[config.mk]
export PLATFORM = sky130hd
export DESIGN_NAME = sccb_cmd_master
export DESIGN_NICKNAME = d
export VERILOG_FILES = /design/src/rtl/sccb_cmd_master.sv
export SDC_FILE = /design/constraint.sdc
export NUM_CORES = 1
export LEC_CHECK = 0
export CORE_MARGIN = 10
export CORE_UTILIZATION = 40
export DETAILED_ROUTE_END_ITERATION = 6
export DONT_BUFFER_PORTS = 1
export SLEW_MARGIN = 20
export SYNTH_ARGS = -nofsm -noshare
export SYNTH_HDL_FRONTEND = slang
export SYNTH_SLANG_ARGS = --single-unit
[constraint.sdc]
create_clock -name clk -period 3.1 [get_ports clk]
set_input_delay 0.465 -clock clk [delete_from_list [all_inputs] [get_ports clk]]
set_output_delay 0.465 -clock clk [all_outputs]
set_load 0.02 [all_outputs]
[src/rtl/sccb_cmd_master.sv]
// Queued SCCB master: command FIFO feeding a quarter-bit sequenced
// SCL/SDA engine with 8/16-bit register addressing and optional ACK check.
module sccb_cmd_master #(
    parameter int ADDR_BYTES = 2,
    parameter int FIFO_DEPTH = 4,
    parameter int DIV_W      = 16,
    parameter bit CHECK_ACK  = 1'b1
) (
    input  logic             clk,
    input  logic             rst,
    input  logic [DIV_W-1:0] clk_div,
    input  logic             cmd_valid,
    output logic             cmd_ready,
    input  logic             cmd_wr,
    input  logic [7:0]       cmd_dev,
    input  logic [15:0]      cmd_addr,
    input  logic [7:0]       cmd_data,
    output logic             rd_valid,
    output logic [7:0]       rd_data,
    output logic             busy,
    output logic             err_nack,
    input  logic             err_clr,
    output logic             sccb_clk,
    output logic             sccb_clk_en,
    output logic             sccb_data_out,
    output logic             sccb_data_en,
    input  logic             sccb_data_in
);
    localparam int PW = $clog2(FIFO_DEPTH);
    localparam logic [PW:0] FULL = (PW+1)'(FIFO_DEPTH);
    localparam logic [1:0]  AB   = 2'(ADDR_BYTES);

    localparam logic [3:0] S_IDLE   = 4'd0;
    localparam logic [3:0] S_START  = 4'd1;
    localparam logic [3:0] S_TX     = 4'd2;
    localparam logic [3:0] S_ACK    = 4'd3;
    localparam logic [3:0] S_RSTOP  = 4'd4;
    localparam logic [3:0] S_RSTART = 4'd5;
    localparam logic [3:0] S_RX     = 4'd6;
    localparam logic [3:0] S_MNACK  = 4'd7;
    localparam logic [3:0] S_STOP   = 4'd8;

    logic [31:0]      mem [FIFO_DEPTH];
    logic [PW-1:0]    wptr, rptr;
    logic [PW:0]      count;
    logic             push, pop;

    logic [3:0]       state;
    logic [1:0]       q, idx, last_idx;
    logic [2:0]       bcnt;
    logic             rd2, ack_bit, tick;
    logic [7:0]       rx_sh, tx_byte;
    logic [DIV_W-1:0] div_cnt, div_q;

    logic             c_wr;
    logic [6:0]       c_dev;
    logic [15:0]      c_addr;
    logic [7:0]       c_data;

    assign cmd_ready   = (count != FULL);
    assign push        = cmd_valid && cmd_ready;
    assign pop         = (state == S_IDLE) && (count != '0);
    assign busy        = (count != '0) || (state != S_IDLE);
    assign sccb_clk_en = (state != S_IDLE);
    assign tick        = (state != S_IDLE) && (div_cnt == div_q);
    assign last_idx    = c_wr ? AB + 2'd1 : AB;

    always_ff @(posedge clk) begin
        if (push) mem[wptr] <= {cmd_wr, cmd_dev[7:1], cmd_addr, cmd_data};
    end

    always_ff @(posedge clk) begin
        if (rst) begin
            wptr  <= '0;
            rptr  <= '0;
            count <= '0;
        end else begin
            if (push) wptr <= wptr + PW'(1);
            if (pop)  rptr <= rptr + PW'(1);
            if (push && !pop)      count <= count + (PW+1)'(1);
            else if (pop && !push) count <= count - (PW+1)'(1);
        end
    end

    // Divider reloads only at a tick, so clk_div changes land on tick boundaries.
    always_ff @(posedge clk) begin
        if (rst) begin
            div_cnt <= '0;
            div_q   <= '0;
        end else if (state == S_IDLE || tick) begin
            div_cnt <= '0;
            div_q   <= clk_div;
        end else begin
            div_cnt <= div_cnt + DIV_W'(1);
        end
    end

    always_comb begin
        tx_byte = {c_dev, 1'b0};
        if (rd2) begin
            tx_byte = {c_dev, 1'b1};
        end else begin
            case (idx)
                2'd1:    tx_byte = (ADDR_BYTES == 2) ? c_addr[15:8] : c_addr[7:0];
                2'd2:    tx_byte = (ADDR_BYTES == 2) ? c_addr[7:0] : c_data;
                2'd3:    tx_byte = c_data;
                default: tx_byte = {c_dev, 1'b0};
            endcase
        end
    end

    always_ff @(posedge clk) begin
        rd_valid <= 1'b0;
        if (rst) begin
            state    <= S_IDLE;
            q        <= '0;
            bcnt     <= '0;
            idx      <= '0;
            rd2      <= 1'b0;
            ack_bit  <= 1'b0;
            rx_sh    <= '0;
            rd_data  <= '0;
            err_nack <= 1'b0;
            c_wr     <= 1'b0;
            c_dev    <= '0;
            c_addr   <= '0;
            c_data   <= '0;
        end else begin
            if (err_clr) err_nack <= 1'b0;
            if (state == S_IDLE) begin
                q    <= '0;
                bcnt <= '0;
                idx  <= '0;
                rd2  <= 1'b0;
                if (pop) begin
                    state <= S_START;
                    {c_wr, c_dev, c_addr, c_data} <= mem[rptr];
                end
            end else if (tick) begin
                q <= q + 2'd1;
                if (q == 2'd2) begin
                    ack_bit <= sccb_data_in;
                    if (state == S_RX) rx_sh <= {rx_sh[6:0], sccb_data_in};
                    if (state == S_ACK && CHECK_ACK && sccb_data_in) err_nack <= 1'b1;
                end
                if (q == 2'd3) begin
                    case (state)
                        S_START: begin
                            state <= S_TX;
                            bcnt  <= '0;
                        end
                        S_RSTART: begin
                            state <= S_TX;
                            bcnt  <= '0;
                            rd2   <= 1'b1;
                        end
                        S_TX: begin
                            bcnt <= bcnt + 3'd1;
                            if (bcnt == 3'd7) state <= S_ACK;
                        end
                        S_ACK: begin
                            bcnt <= '0;
                            if (CHECK_ACK && ack_bit) state <= S_STOP;
                            else if (rd2)             state <= S_RX;
                            else if (idx == last_idx) state <= c_wr ? S_STOP : S_RSTOP;
                            else begin
                                idx   <= idx + 2'd1;
                                state <= S_TX;
                            end
                        end
                        S_RSTOP: state <= S_RSTART;
                        S_RX: begin
                            bcnt <= bcnt + 3'd1;
                            if (bcnt == 3'd7) state <= S_MNACK;
                        end
                        S_MNACK: begin
                            state    <= S_STOP;
                            bcnt     <= '0;
                            rd_data  <= rx_sh;
                            rd_valid <= 1'b1;
                        end
                        S_STOP: begin
                            bcnt <= bcnt + 3'd1;
                            if (bcnt[0]) state <= S_IDLE;
                        end
                        default: state <= S_IDLE;
                    endcase
                end
            end
        end
    end

    // STOP bit 1 is bus idle time: SCL held high, SDA released.
    always_comb begin
        sccb_clk      = 1'b1;
        sccb_data_out = 1'b1;
        sccb_data_en  = 1'b0;
        case (state)
            S_START, S_RSTART: begin
                sccb_clk      = (q != 2'd3);
                sccb_data_en  = 1'b1;
                sccb_data_out = ~q[1];
            end
            S_TX: begin
                sccb_clk      = q[1];
                sccb_data_en  = 1'b1;
                sccb_data_out = tx_byte[~bcnt];
            end
            S_ACK, S_RX: sccb_clk = q[1];
            S_MNACK: begin
                sccb_clk     = q[1];
                sccb_data_en = 1'b1;
            end
            S_RSTOP: begin
                sccb_clk      = (q != 2'd0);
                sccb_data_en  = 1'b1;
                sccb_data_out = q[1];
            end
            S_STOP: begin
                if (!bcnt[0]) begin
                    sccb_clk      = (q != 2'd0);
                    sccb_data_en  = 1'b1;
                    sccb_data_out = q[1];
                end
            end
            default: ;
        endcase
    end
endmodule
Word-level counts from Yosys, hierarchy flattened
Memory sizes are Yosys's and may differ from the RTL's. A register that Yosys moved wholly into a read port is not among the register bits.
Index checks and enable logic that the tools add are counted.
Word-level totals
  register bits after elaboration: 70
  memory bits (writable): 128
  input port bits: 54
  output and inout bits: 16
  word-level logic and storage cells: 123
  memories: 1
Operators by class
  $add $sub $neg: 8
  magnitude comparators: 1
  equality and inequality tests: 22
  mux-type cells: 34
  bitwise operators: 8
  reductions and logical operators: 34
Memories
  mem: words 4, width 32, read ports 1, clocked after memory_dff 1, wr ports 1, line 43  | logic [31:0] mem [FIFO_DEPTH];
Operator list (number)
  $mux 4: 11
  $pmux 4 s7: 1
  $pmux 8 s3: 1
  $add 16x1->16 const B: 1
  $eq 16x16->1: 1
  $eq 4x3->1 const B: 4
  $mux 1: 13
  $reduce_and 6->1: 2
  $reduce_or 4->1: 3
  $reduce_bool 2->1: 5
  $ne 3x3->1 const B: 3
  $reduce_and 3->1: 3
  $add 2x1->2 const B: 4
  $eq 2x2->1 const B: 4
  $eq 4x2->1 const B: 2
  $mux 8: 1
  $pmux 1 s4: 2
  $reduce_and 4->1: 2
  $not 1->1: 7
  $add 3x1->3 const B: 2
  $logic_and 1x1->1: 6
  $mux 3: 2
  $pmux 3 s2: 1
  $reduce_or 2->1: 3
  20 further kinds: 23

Depth between registers and ports, before layout
Gate-level depths: netlist (run 1).
  depth after elaboration: 9
  gate-level depth with buffers: 12
  mapped depth without buffers: 11

Least setup slack after synthesis (run 1)
No wires, ideal clock.
  path type: reg-to-output
  start point: register idx[0]
  end point: output port sccb_data_out
  arrival time: 2.316 ns
  data required time: 2.635 ns
  path slack: 0.319 ns
  stages on the path, launching flop included: 8
  path through: dfxtp_1 > inv_1 > ha_1 > nor2_1 > nor2_1 > a2111oi_0 > nor4_1 > o41ai_1
On the way
  longest elaborated chain between the ends: 6
  elaborated cells on any way between the ends: 8
  classes of those cells: 3 x eq/ne; 5 x mux
RTL lines
  from (decl): line 49  | logic [1:0] q, idx, last_idx;
  from (signal assigned): line 167  | idx <= idx + 2'd1;
  $eq 2x2->1 / $eq 2x1->1 (equally long branches): line 103  | case (idx)
  $pmux 8 s3 (*): line 103
  $mux 8 (*): line 100  | if (rd2) begin
  $bmux 1 s3 (*): line 207  | sccb_data_out = tx_byte[~bcnt];
  $mux 1 (not written as such) (*): line 207
  $pmux 1 s4 (*): line 198  | case (state)
  to (decl): line 25  | output logic sccb_data_out,
Every way passes the cells marked *; elsewhere a longest branch is shown, timed or not. The select of a mux whose other input is x is not followed.

Worst setup path in the final report (run 1)
  start point: register idx[1]
  end point: output port sccb_data_out
Same word-level chain as after synthesis.

==> summary.txt, run 1 <==
Final Hold Slack -> 0.01919 ns
Outcome -> complete, no violations
R2r startpoint -> state[0]$_SDFFE_PP0P_
PortBufs -> 0
Crit end category -> primary output
Chip width -> 173.9 µm
Synth Net Count -> 813
Crit path DAT -> 2.54 ns
FFs w/ async S/R, synth -> 0
Max-slew violations -> 0
Max IR drop VDD -> 0.5097 mV
Post-synth cell types -> 56
Drt first pass iters -> 5
Leak Pwr -> 0.003666 µW
Initial antenna violation count -> 0
Fmax -> 332.2 MHz
Hold Crit Depth -> 1
Overflow after GRT -> 0
Unrepaired setup endpoints after global routing -> true
Critical path type -> flip-flop to primary output
Ys flop type -> edfxtp_1
Post-synth EDFFs -> 128
Wire per inst -> 17.99 µm
Synth warn -> 0
Routed Antenna Nets -> 0
Most frequent cells in the layout -> edfxtp_1, dfxtp_1, nand2_1
Slew HR -> 0.5255
Top cells by area, synth -> edfxtp_1, dfxtp_1, mux4_2, nand2_1, a21oi_1
I/O pin count -> 70
Register area share after synthesis -> 0.6216
Critical path fanouts, max -> 8
Initial core utilization -> 0.4046
Worst-Skew Late Latency -> 0.52 ns
Register bit total from synthesis -> 230
Leading area contributor after synthesis -> edfxtp_1
Commonest non-fill, non-tap cell in the layout -> edfxtp_1
Vias -> 5,747
Post-route setup slack -> 0.09001 ns
RR Endpoint -> count[2]$_SDFFE_PP0P_
Layout cell share with drive strength beyond 1 -> 0.1608
Share of the synthesized area in the top cell type -> 0.4059
CTS H-Tree Depth -> 1
CTS tree -> done
Clk pin slew, worst setup/hold paths -> 0.06 ns
Total wire length -> 19,500 µm
Period utilization -> 0.9710
WHS Endpoint -> div_q[7]$_SDFFE_PP0P_
Sink Count -> 230
GPL Wtd Cong -> 0.8861
Rows -> 56
Final Setup Violations -> 0
Dpl hpwl -> 12,770 µm
Drt drc -> 0
Vias in the first global route -> 5,956
Post-Synthesis Cells -> 743
Largest net degree at the start of global routing -> 84
Clk_skew -> 0.01543 ns
P&R area growth vs syn -> 13.97%
Die area -> 30,230 µm²
N_diodes -> 0
Critical Path Start Type -> flip-flop
Worst Tran Pin Value -> 0.7117 ns
Core ar. -> 23,400 µm²
Syn Area/Cell -> 12.74 µm²
Clock tree buffer depth -> 3
Hold Path Class -> primary input to flip-flop
Net count, final -> 817
Die Ht -> 173.9 µm
Period minus WS final -> 3.010 ns
DRT iter0 DRCs -> 344
Cell area after synthesis -> 9469 µm²
Clock root cell -> clkbuf_16
Hold wc startpoint -> rst
Final Hold Viols -> 0
Critical Path RT -> 2.63 ns
R2R cell count -> 11
Max-cap violation count -> 0
TritonCTS Buffers -> 24
R2r setup slk -> 0.52 ns
Vias per cell -> 5.302
DP Worst Slack -> 0.01071 ns
Tot GR Track Use -> 0.1259
Filler cell count -> 2,119
Power per Cell Area -> 795.4 nW/µm²
First-pass GRT wire length -> 31,530 µm
-- state kept, by name, indices dropped and copies added, names as in the netlist, 3 cells and up --
register and cells:
div_q 16, state 4, count 3, mem 128
bcnt 3, rx_sh 8, c_addr 16, c_dev 7
rd_data 8, c_data 8, div_cnt 16
-- cell families (layout without fill, tap and decap cells) --
| family | after synthesis | after routing | share of synthesized area |
|---|---|---|---|
| flip-flops | 230 | 230 | 0.6216 |
| AND/OR/NAND/NOR | 223 | 223 | 0.1156 |
| AO/OA/AOI/OAI | 117 | 117 | 0.07241 |
| multiplexers | 61 | 61 | 0.1074 |
| buffers and inverters | 58 | 80 | 0.02590 |
| XOR/XNOR | 38 | 38 | 0.03515 |
| adder cells (fa/ha/maj) | 16 | 16 | 0.02193 |
-- through the flow --
stage	total power [µW]	TNS [ns]	util	instance area (µm²)	cells
after floorplan	5286	0	-	9469	743
after global placement	5703	0	0.4194	9816	1036
after detailed placement	5771	0	0.4194	9816	1036
after CTS	8699	0	0.4586	10730	1081
after global routing	9016	-0.06048	0.4611	10790	1084
final	8584	0	0.4611	10790	1084
-- report_power, final --
part	switching (µW)	internal [µW]	total (µW)
sequential	237	3640	3880
combinational	1080	733	1810
clock	1140	1750	2890
-- cell usage after synthesis, types with 3 or more instances --
library cell and count:
a21oi_1 64, nand2_1 90, dfxtp_1 102, clkbuf_1 29
buf_2 13, o21ai_0 25, edfxtp_1 128, inv_1 12
nand2b_1 20, nand3_1 30, mux2_2 5, a222oi_1 7
a211oi_1 5, and3_1 8, xor2_1 28, nor3_1 4
nor2_1 42, nor4_1 4, nand4_1 3, mux2i_1 24
xnor2_1 10, ha_1 15, mux4_2 32
-- final cells by class --
class	count	area, µm²	area share
clock buffers	30	654.4	0.06064
clock inverters	14	160.2	0.01484
inverters	13	51.30	0.004754
multi-input cells	455	3455	0.3201
flip-flops and latches	230	5893	0.5461
well taps	319	399.1	0.03699
repair buffers	23	178.9	0.01658
-- routing by layer --
metal	share of wire	global-route usage	wire length (µm)	up-vias
li1	-	-	-	2740
met1	0.41	0.1533	8077	2810
met2	0.48	0.2123	9427	160
met3	0.077	0.03659	1501	37
met4	0.025	0.03598	493	0
met5	0	0	0	-
-- what timing repair did --
action	4_1_cts	5_1_grt
endpoints found under the hold margin	0	1
gates resized for setup	19	8
hold buffers	0	1
pin swaps	5	7
buffers inserted	1	3
endpoints found under the setup margin	1	1
-- worst max-delay path by stage --
| stage | startpoint | slack [ns] | to | depth (start not counted) |
|---|---|---|---|---|
| 2_1_floorplan | idx[0]$_SDFFE_PP0P_ | 0.32 | sccb_data_out | 7 |
| 3_3_place_gp | idx[1]$_SDFFE_PP0P_ | 0.14 | sccb_data_out | 9 |
| 3_5_place_dp | idx[1]$_SDFFE_PP0P_ | 0.01 | sccb_data_out | 9 |
| 4_1_cts | idx[0]$_SDFFE_PP0P_ | 0.006 | sccb_data_out | 9 |
| 5_1_grt | idx[1]$_SDFFE_PP0P_ | -0.06 | sccb_data_out | 8 |
| 6_report | idx[1]$_SDFFE_PP0P_ | 0.09 | sccb_data_out | 8 |
-- critical path, cell delays in order, from the launching register on --
cell and delay (ns):
dfxtp_4 0.38, buf_4 0.14, ha_4 0.17, a22o_1 0.16
a211oi_1 0.06, nor4_2 0.39, nor4_4 0.10, o41ai_2 0.42
buf_4 0.21
No activity file was read; power rests on OpenSTA's default activity.
==> run 2: changes to the inputs <==
CORE_UTILIZATION = 35   (was 40)
==> run 2 against run 1 <==
Net effect: routed wire length rose by 5.8%; first-iteration DRC count down 7.3%; register-to-register slack better by 0.06 ns; critical endpoint unchanged; cell area increased by 2.9%; largest cell class unchanged; fmax grew 1.4%; sequential power barely moved; clock power about the same; sequential share of layout area decreased by 1.5 points; via count is 0.23% lower.
==> summary.txt, run 2 (synthesis gave the netlist of run 1 again) <==
Clock tree buffer depth -> 3 (unchanged)
Commonest non-fill, non-tap cell in the layout -> edfxtp_1
Worst-Skew Late Latency -> 0.53 ns (about the same)
Worst Setup SP -> idx[0]$_SDFFE_PP0P_
Worst path top cell family by delay -> compound AO/OA/AOI/OAI gates
Final Setup Violations -> 0 (unchanged)
I/O pin count -> 70 (unchanged)
TritonCTS Buffers -> 24 (unchanged)
R2R cell count -> 11 (unchanged)
Chip width -> 184.5 µm (+6.1%)
CTS tree -> done
Slew HR -> 0.5542 (+0.02866)
Routed Antenna Nets -> 0 (unchanged)
Critical path fanouts, max -> 8 (unchanged)
CTS H-Tree Depth -> 1 (unchanged)
Wire per inst -> 18.16 µm (+0.97%)
Drt first pass iters -> 4 (-1)
Most frequent cells in the layout -> edfxtp_1, dfxtp_1, nand2_1
Area of the multi-input gates -> 3420 µm² (-1.0%)
Tot GR Track Use -> 0.1177 (-0.008201)
GPL Wtd Cong -> 0.8116 (-8.4%)
CP Capture Point -> sccb_data_out
R2r startpoint -> state[0]$_SDFFE_PP0P_
Critical Path Slowest Stage Cell -> dfxtp_4
Period utilization -> 0.9572 (-0.01379)
Vias -> 5,734 (-0.23%)
Net count, final -> 847 (+3.7%)
Outcome -> complete, no violations
Leak Pwr -> 0.003802 µW (+3.7%)
Overflow after GRT -> 0 (unchanged)
Layout cell share with drive strength beyond 1 -> 0.1547 (-0.006067)
Power per Cell Area -> 777.0 nW/µm² (-2.3%)
RR Endpoint -> count[2]$_SDFFE_PP0P_
Hold Path Class -> primary input to flip-flop
Sink Count -> 230 (unchanged)
P&R area growth vs syn -> 17.31%
Post-route setup slack -> 0.1328 ns (+0.04275 ns)
Clk_skew -> 0.02096 ns (+0.005528 ns)
Initial antenna violation count -> 0 (unchanged)
PortBufs -> 0 (unchanged)
Die Ht -> 184.5 µm (+6.1%)
Max-cap violation count -> 0 (unchanged)
Crit end category -> primary output
R2r setup slk -> 0.58 ns (+0.06 ns)
Core ar. -> 26,800 µm² (+15%)
Max IR drop VDD -> 0.7001 mV (+37%)
Critical Path RT -> 2.63 ns (about the same)
Worst path cell trace -> inv_4 -> ha_4 -> a222oi_1 -> mux2_2 -> a221oi_2 -> nor3_2 -> o41ai_2 -> buf_4 -> buf_6
N_diodes -> 0 (unchanged)
Largest net degree at the start of global routing -> 52 (-38%)
Initial core utilization -> 0.3533 (-0.05130)
WP depth -> 9 (+1)
Final Hold Viols -> 0 (unchanged)
Largest register FFs -> 128 (unchanged)
Unrepaired setup endpoints after global routing -> false
Total wire length -> 20,630 µm (+5.8%)
CP bufs+invs -> 3 (+1)
Clock root cell -> clkbuf_16
Clk pin slew, worst setup/hold paths -> 0.06 ns (about the same)
DRT iter0 DRCs -> 319 (-7.3%)
Critical Path Start Type -> flip-flop
Largest Register -> mem
First-pass GRT wire length -> 31,970 µm (+1.4%)
CP max stage delay -> 0.38 ns (-0.04 ns)
Drt drc -> 0 (unchanged)
Fmax -> 337.0 MHz (+1.4%)
Vias in the first global route -> 5,704 (-4.2%)
Filler cell count -> 2,502 (+18%)
Die area -> 34,030 µm² (+13%)
Vias per cell -> 5.048 (-4.8%)
Dpl hpwl -> 12,290 µm (-3.8%)
Total power -> 8631 µW (+0.55%)
DP Worst Slack -> 0.3831 ns (+0.3724 ns)
Max-slew violations -> 0 (unchanged)
Crit path DAT -> 2.50 ns (-0.04 ns)
TNS Setup -> 0 ns (unchanged)
Critical path type -> flip-flop to primary output
Rows -> 60 (+7.1%)
Worst Tran Pin Value -> 0.6665 ns (-0.04519 ns)
FF+latch area -> 5896 µm² (about the same)
Period minus WS final -> 2.967 ns (-0.04275 ns)
[run 2: what timing repair did]
item / in CTS / in global routing
endpoints found under the hold margin: 100 / 23
buffers inserted: 0 / 1
endpoints found under the setup margin: 1 / 1
pin swaps: 0 / 6
hold buffers: 25 / 7
gates resized for setup: 5 / 19
[run 2: per-layer routing]
layer / vias up / global-route usage / share of wire / wire length [µm]
li1: 2788 / - / - / -
met1: 2797 / 0.1491 / 0.46 / 9517
met2: 125 / 0.1958 / 0.46 / 9561
met3: 24 / 0.02835 / 0.056 / 1150
met4: 0 / 0.03245 / 0.020 / 403
met5: - / 0 / 0 / 0
[run 2: report_power, final]
part	switching [µW]	total, µW	internal (µW)	leakage, µW
clock	1200	2870	1680	0.000392
sequential	240	3880	3640	0.00201
combinational	1110	1880	769	0.00140
total	2540	8630	6090	0.00380
[run 2: layout make-up]
| type | instances | area share |
|---|---|---|
| clock inverters | 10 | 0.009912 |
| clock buffers | 34 | 0.06308 |
| well taps | 341 | 0.03841 |
| flip-flops and latches | 230 | 0.5307 |
| inverters | 13 | 0.004618 |
| repair buffers | 53 | 0.04539 |
| multi-input cells | 455 | 0.3078 |
[run 2: how the worst min path moves through the flow]
stage / startpoint / to / slack (ns) / depth (start not counted)
final: rst / div_q[12]$_SDFFE_PP0P_ / 0.009 / 1
after global routing: cmd_addr[12] / mem[3][20]$_DFFE_PP_ / -0.0008 / 0
after CTS: rst / c_addr[11]$_SDFFE_PP0P_ / 0.0004 / 1
after detailed placement: c_dev[3]$_SDFFE_PP0P_ / c_dev[3]$_SDFFE_PP0P_ / 0.44 / 2
after global placement: c_dev[3]$_SDFFE_PP0P_ / c_dev[3]$_SDFFE_PP0P_ / 0.44 / 2
after floorplan: c_dev[3]$_SDFFE_PP0P_ / c_dev[3]$_SDFFE_PP0P_ / 0.43 / 2
[run 2: through the flow]
step,instance area [µm²],hold slack (ns),std cells,util
floorplan,9469,0.4329,743,-
global placement,9863,0.4404,1059,0.3680
detailed placement,9863,0.4387,1059,0.3680
CTS,10940,0.0004207,1128,0.4084
global route,11110,-0.0007619,1136,0.4145
finish,11110,0.009033,1136,0.4145
==> run 3: changes to the inputs <==
ABC_AREA = 1   (was default)
CAP_MARGIN = 20   (was default)
TNS_END_PERCENT = 1   (was default)
==> run 3 against run 2 <==
Net effect: clock-buffer cell count grew 1; synthesized area rose by 1.3%; register-to-register slack gained 0.22 ns; fmax grew 4.4%; worst hold slack better by 0.029 ns; largest cell class unchanged.
==> summary.txt, run 3 <==
Chip width -> 185.6 µm (+0.59%)
Setup bufs post-CTS -> 0 (unchanged)
Combinational power share -> 0.256 (+0.039)
CP bufs+invs -> 1 (-2)
Clock group share of total power -> 0.316 (-0.017)
Ys flop type -> edfxtp_1
Rows -> 60 (unchanged)
Sequential Power Share -> 0.427 (-0.023)
Leading area contributor after synthesis -> edfxtp_1
Max IR drop VDD -> 0.5195 mV (-26%)
Overflow after GRT -> 0 (unchanged)
Initial core utilization -> 0.3560 (+0.002674)
Clock tree buffer depth -> 3 (unchanged)
Int Pwr -> 6146 µW (+0.93%)
Worst Tran Pin Value -> 0.8729 ns (+0.2064 ns)
Layout cell share with drive strength beyond 1 -> 0.07246 (-0.08225)
CP max stage delay -> 0.44 ns (+0.06 ns)
Commonest non-fill, non-tap cell in the layout -> nor2_1
Critical path fanouts, max -> 8 (unchanged)
I/O pin count -> 70 (unchanged)
Initial antenna violation count -> 0 (unchanged)
Drt first pass iters -> 5 (+1)
Routed Antenna Nets -> 0 (unchanged)
Post-route design area -> 10,750 µm² (-3.2%)
Post-Synthesis Cells -> 1,027 (+38%)
CTS H-Tree Depth -> 1 (unchanged)
Drt drc -> 0 (unchanged)
Critical Path Start Type -> flip-flop
N_diodes -> 0 (unchanged)
Hold Path Class -> primary input to flip-flop
Largest register FFs -> 128 (unchanged)
Fmax -> 351.7 MHz (+4.4%)
Cell area after synthesis -> 9594 µm² (+1.3%)
Dpl hpwl -> 12,930 µm (+5.2%)
Vias -> 6,824 (+19%)
Vias in the first global route -> 6,239 (+9.4%)
Net count, final -> 1,087 (+28%)
R2r setup slk -> 0.80 ns (+0.22 ns)
Switching Fraction -> 0.3319 (+0.03740)
DP Worst Slack -> 0.5925 ns (+0.2094 ns)
Worst path top cell family by delay -> simple AND/OR/NAND/NOR gates
Die Ht -> 185.6 µm (+0.59%)
Top cells by area, synth -> edfxtp_1, dfxtp_1, nor2_1, o21ai_0, nand2_1
Worst Setup SP -> idx[0]$_SDFFE_PP0P_
Syn Area/Cell -> 9.342 µm² (-27%)
Register area share after synthesis -> 0.6135 (-0.008106)
CTS tree -> done
Largest net degree at the start of global routing -> 66 (+27%)
Hold Crit Depth -> 0 (-1)
Final Hold Viols -> 0 (unchanged)
P&R area growth vs syn -> 12.06%
Crit end category -> primary output
Tot GR Track Use -> 0.1197 (+0.001976)
Critical path type -> flip-flop to primary output
Fin cells -> 1,376 (+21%)
Post-route setup slack -> 0.2566 ns (+0.1238 ns)
Post-synth cell types -> 36 (-36%)
Share of the synthesized area in the top cell type -> 0.4006 (-0.005294)
TNS Setup -> 0 ns (unchanged)
R2R cell count -> 11 (unchanged)
PortBufs -> 0 (unchanged)
DRT iter0 DRCs -> 349 (+9.4%)
Leak Pwr -> 0.003820 µW (+0.49%)
Crit path DAT -> 2.38 ns (-0.12 ns)
Critical Path Slowest Stage Cell -> dfxtp_1
Slew HR -> 0.4162 (-0.1380)
Max-cap violation count -> 0 (unchanged)
TritonCTS Buffers -> 25 (+4.2%)
Post-synth top cells -> nor2_1, nand2_1, edfxtp_1
Power per Cell Area -> 855.6 nW/µm² (+10%)
First-pass GRT wire length -> 33,150 µm (+3.7%)
Most common cell in the synthesized netlist -> nor2_1
Max-slew violations -> 0 (unchanged)
Clk_skew -> 0.01138 ns (-0.009576 ns)
Hold wc startpoint -> cmd_addr[8]
WHS Endpoint -> mem[2][16]$_DFFE_PP_
Unrepaired setup endpoints after global routing -> false
Final Setup Violations -> 0 (unchanged)
Register bit total from synthesis -> 230 (unchanged)
Core ar. -> 26,950 µm² (+0.56%)
Worst-Skew Late Latency -> 0.52 ns (about the same)
Cell Area, Placed -> 9920 µm² (+0.57%)
R2r startpoint -> count[0]$_SDFFE_PP0P_
Largest Register -> mem
Post-synth EDFFs -> 128 (unchanged)
Filler cell count -> 2,610 (+4.3%)
FFs w/ async S/R, synth -> 0 (unchanged)
Synth Net Count -> 1,097 (+35%)
Worst path cell trace -> ha_1 -> nand2_1 -> nand3_1 -> nand2_1 -> nand2_1 -> nand2_1 -> o211ai_1 -> nand2_1 -> o21ai_0 -> buf_4
Wire per inst -> 15.36 µm (-15%)
Die area -> 34,430 µm² (+1.2%)
Synth warn -> 0 (unchanged)
Clk pin slew, worst setup/hold paths -> 0.06 ns (about the same)
RR Endpoint -> count[2]$_SDFFE_PP0P_
Critical Path RT -> 2.63 ns (about the same)
Outcome -> complete, no violations
FF+latch area -> 5887 µm² (-0.15%)
Sw Pwr -> 3053 µW (+20%)
Period minus WS final -> 2.843 ns (-0.1238 ns)
Most frequent cells in the layout -> nor2_1, nand2_1, edfxtp_1
GPL Wtd Cong -> 0.8744 (+7.7%)
Vias per cell -> 4.959 (-1.7%)
Most frequent CP cell -> nand2_1
Period utilization -> 0.9172 (-0.03994)
Total wire length -> 21,140 µm (+2.4%)
Area of the multi-input gates -> 3203 µm² (-6.3%)
Clock root cell -> clkbuf_16
Sink Count -> 230 (unchanged)
Dpl cells -> 1,329 (+25%)
==> run 3: how the worst max path moves through the flow <==
stage                                to  slack (ns)  cells past startpoint
floorplan           mem[0][0]$_DFFE_PP_        0.45                      4
global placement          sccb_data_out        0.66                     11
detailed placement        sccb_data_out        0.59                     11
CTS                       sccb_data_out        0.05                     11
global route              sccb_data_out        0.03                     11
finish                    sccb_data_out        0.26                     10
==> run 3: kinds of logic (layout without fill, tap and decap cells) <==
| group | count (synthesis) | in the layout | synth area share |
|---|---|---|---|
| AND/OR/NAND/NOR | 411 | 411 | 0.1775 |
| flip-flops | 230 | 230 | 0.6135 |
| AO/OA/AOI/OAI | 229 | 229 | 0.1256 |
| buffers and inverters | 134 | 142 | 0.05529 |
| adder cells (fa/ha/maj) | 16 | 16 | 0.02165 |
| XOR/XNOR | 6 | 6 | 0.005477 |
| multiplexers | 1 | 1 | 0.001043 |
==> run 3: cell type report <==
cell class	count	share of cell area
Inverter	84	0.02933
Timing Repair Buffer	13	0.01117
Clock buffer	35	0.06261
Multi-Input combinational cell	663	0.2979
Tap cell	341	0.03968
Sequential cell	230	0.5475
Clock inverter	10	0.01175
==> run 3: layer usage <==
| layer | routed length (µm) | part of all wire | track usage |
|---|---|---|---|
| met1 | 9308 | 0.44 | 0.1503 |
| met2 | 9632 | 0.46 | 0.1937 |
| met3 | 1684 | 0.080 | 0.03646 |
| met4 | 511 | 0.024 | 0.03579 |
| met5 | 0 | 0 | 0 |
==> run 3: through the flow <==
stage                       util  total power, µW  hold slack [ns]
after global routing      0.3989             9814          0.01676
after detailed placement  0.3681             6358           0.4527
after CTS                 0.3981             9294          0.01822
after global placement    0.3681             6323           0.4422
after floorplan                -             5707           0.4390
final                     0.3989             9199          0.03840
==> run 3: timing repair <==
action,in CTS,in global routing
hold buffers,1,0
hold endpoints to repair,23,0
endpoints found under the setup margin,0,1
resized for setup,0,2
==> run 3: power groups by stage <==
stage	clock network [µW]	registers [µW]	logic, µW
after floorplan	0	3890	1820
after global placement	0	4000	2330
after detailed placement	0	3990	2360
after CTS	2980	3940	2370
after global routing	3110	3980	2730
final	2910	3930	2360
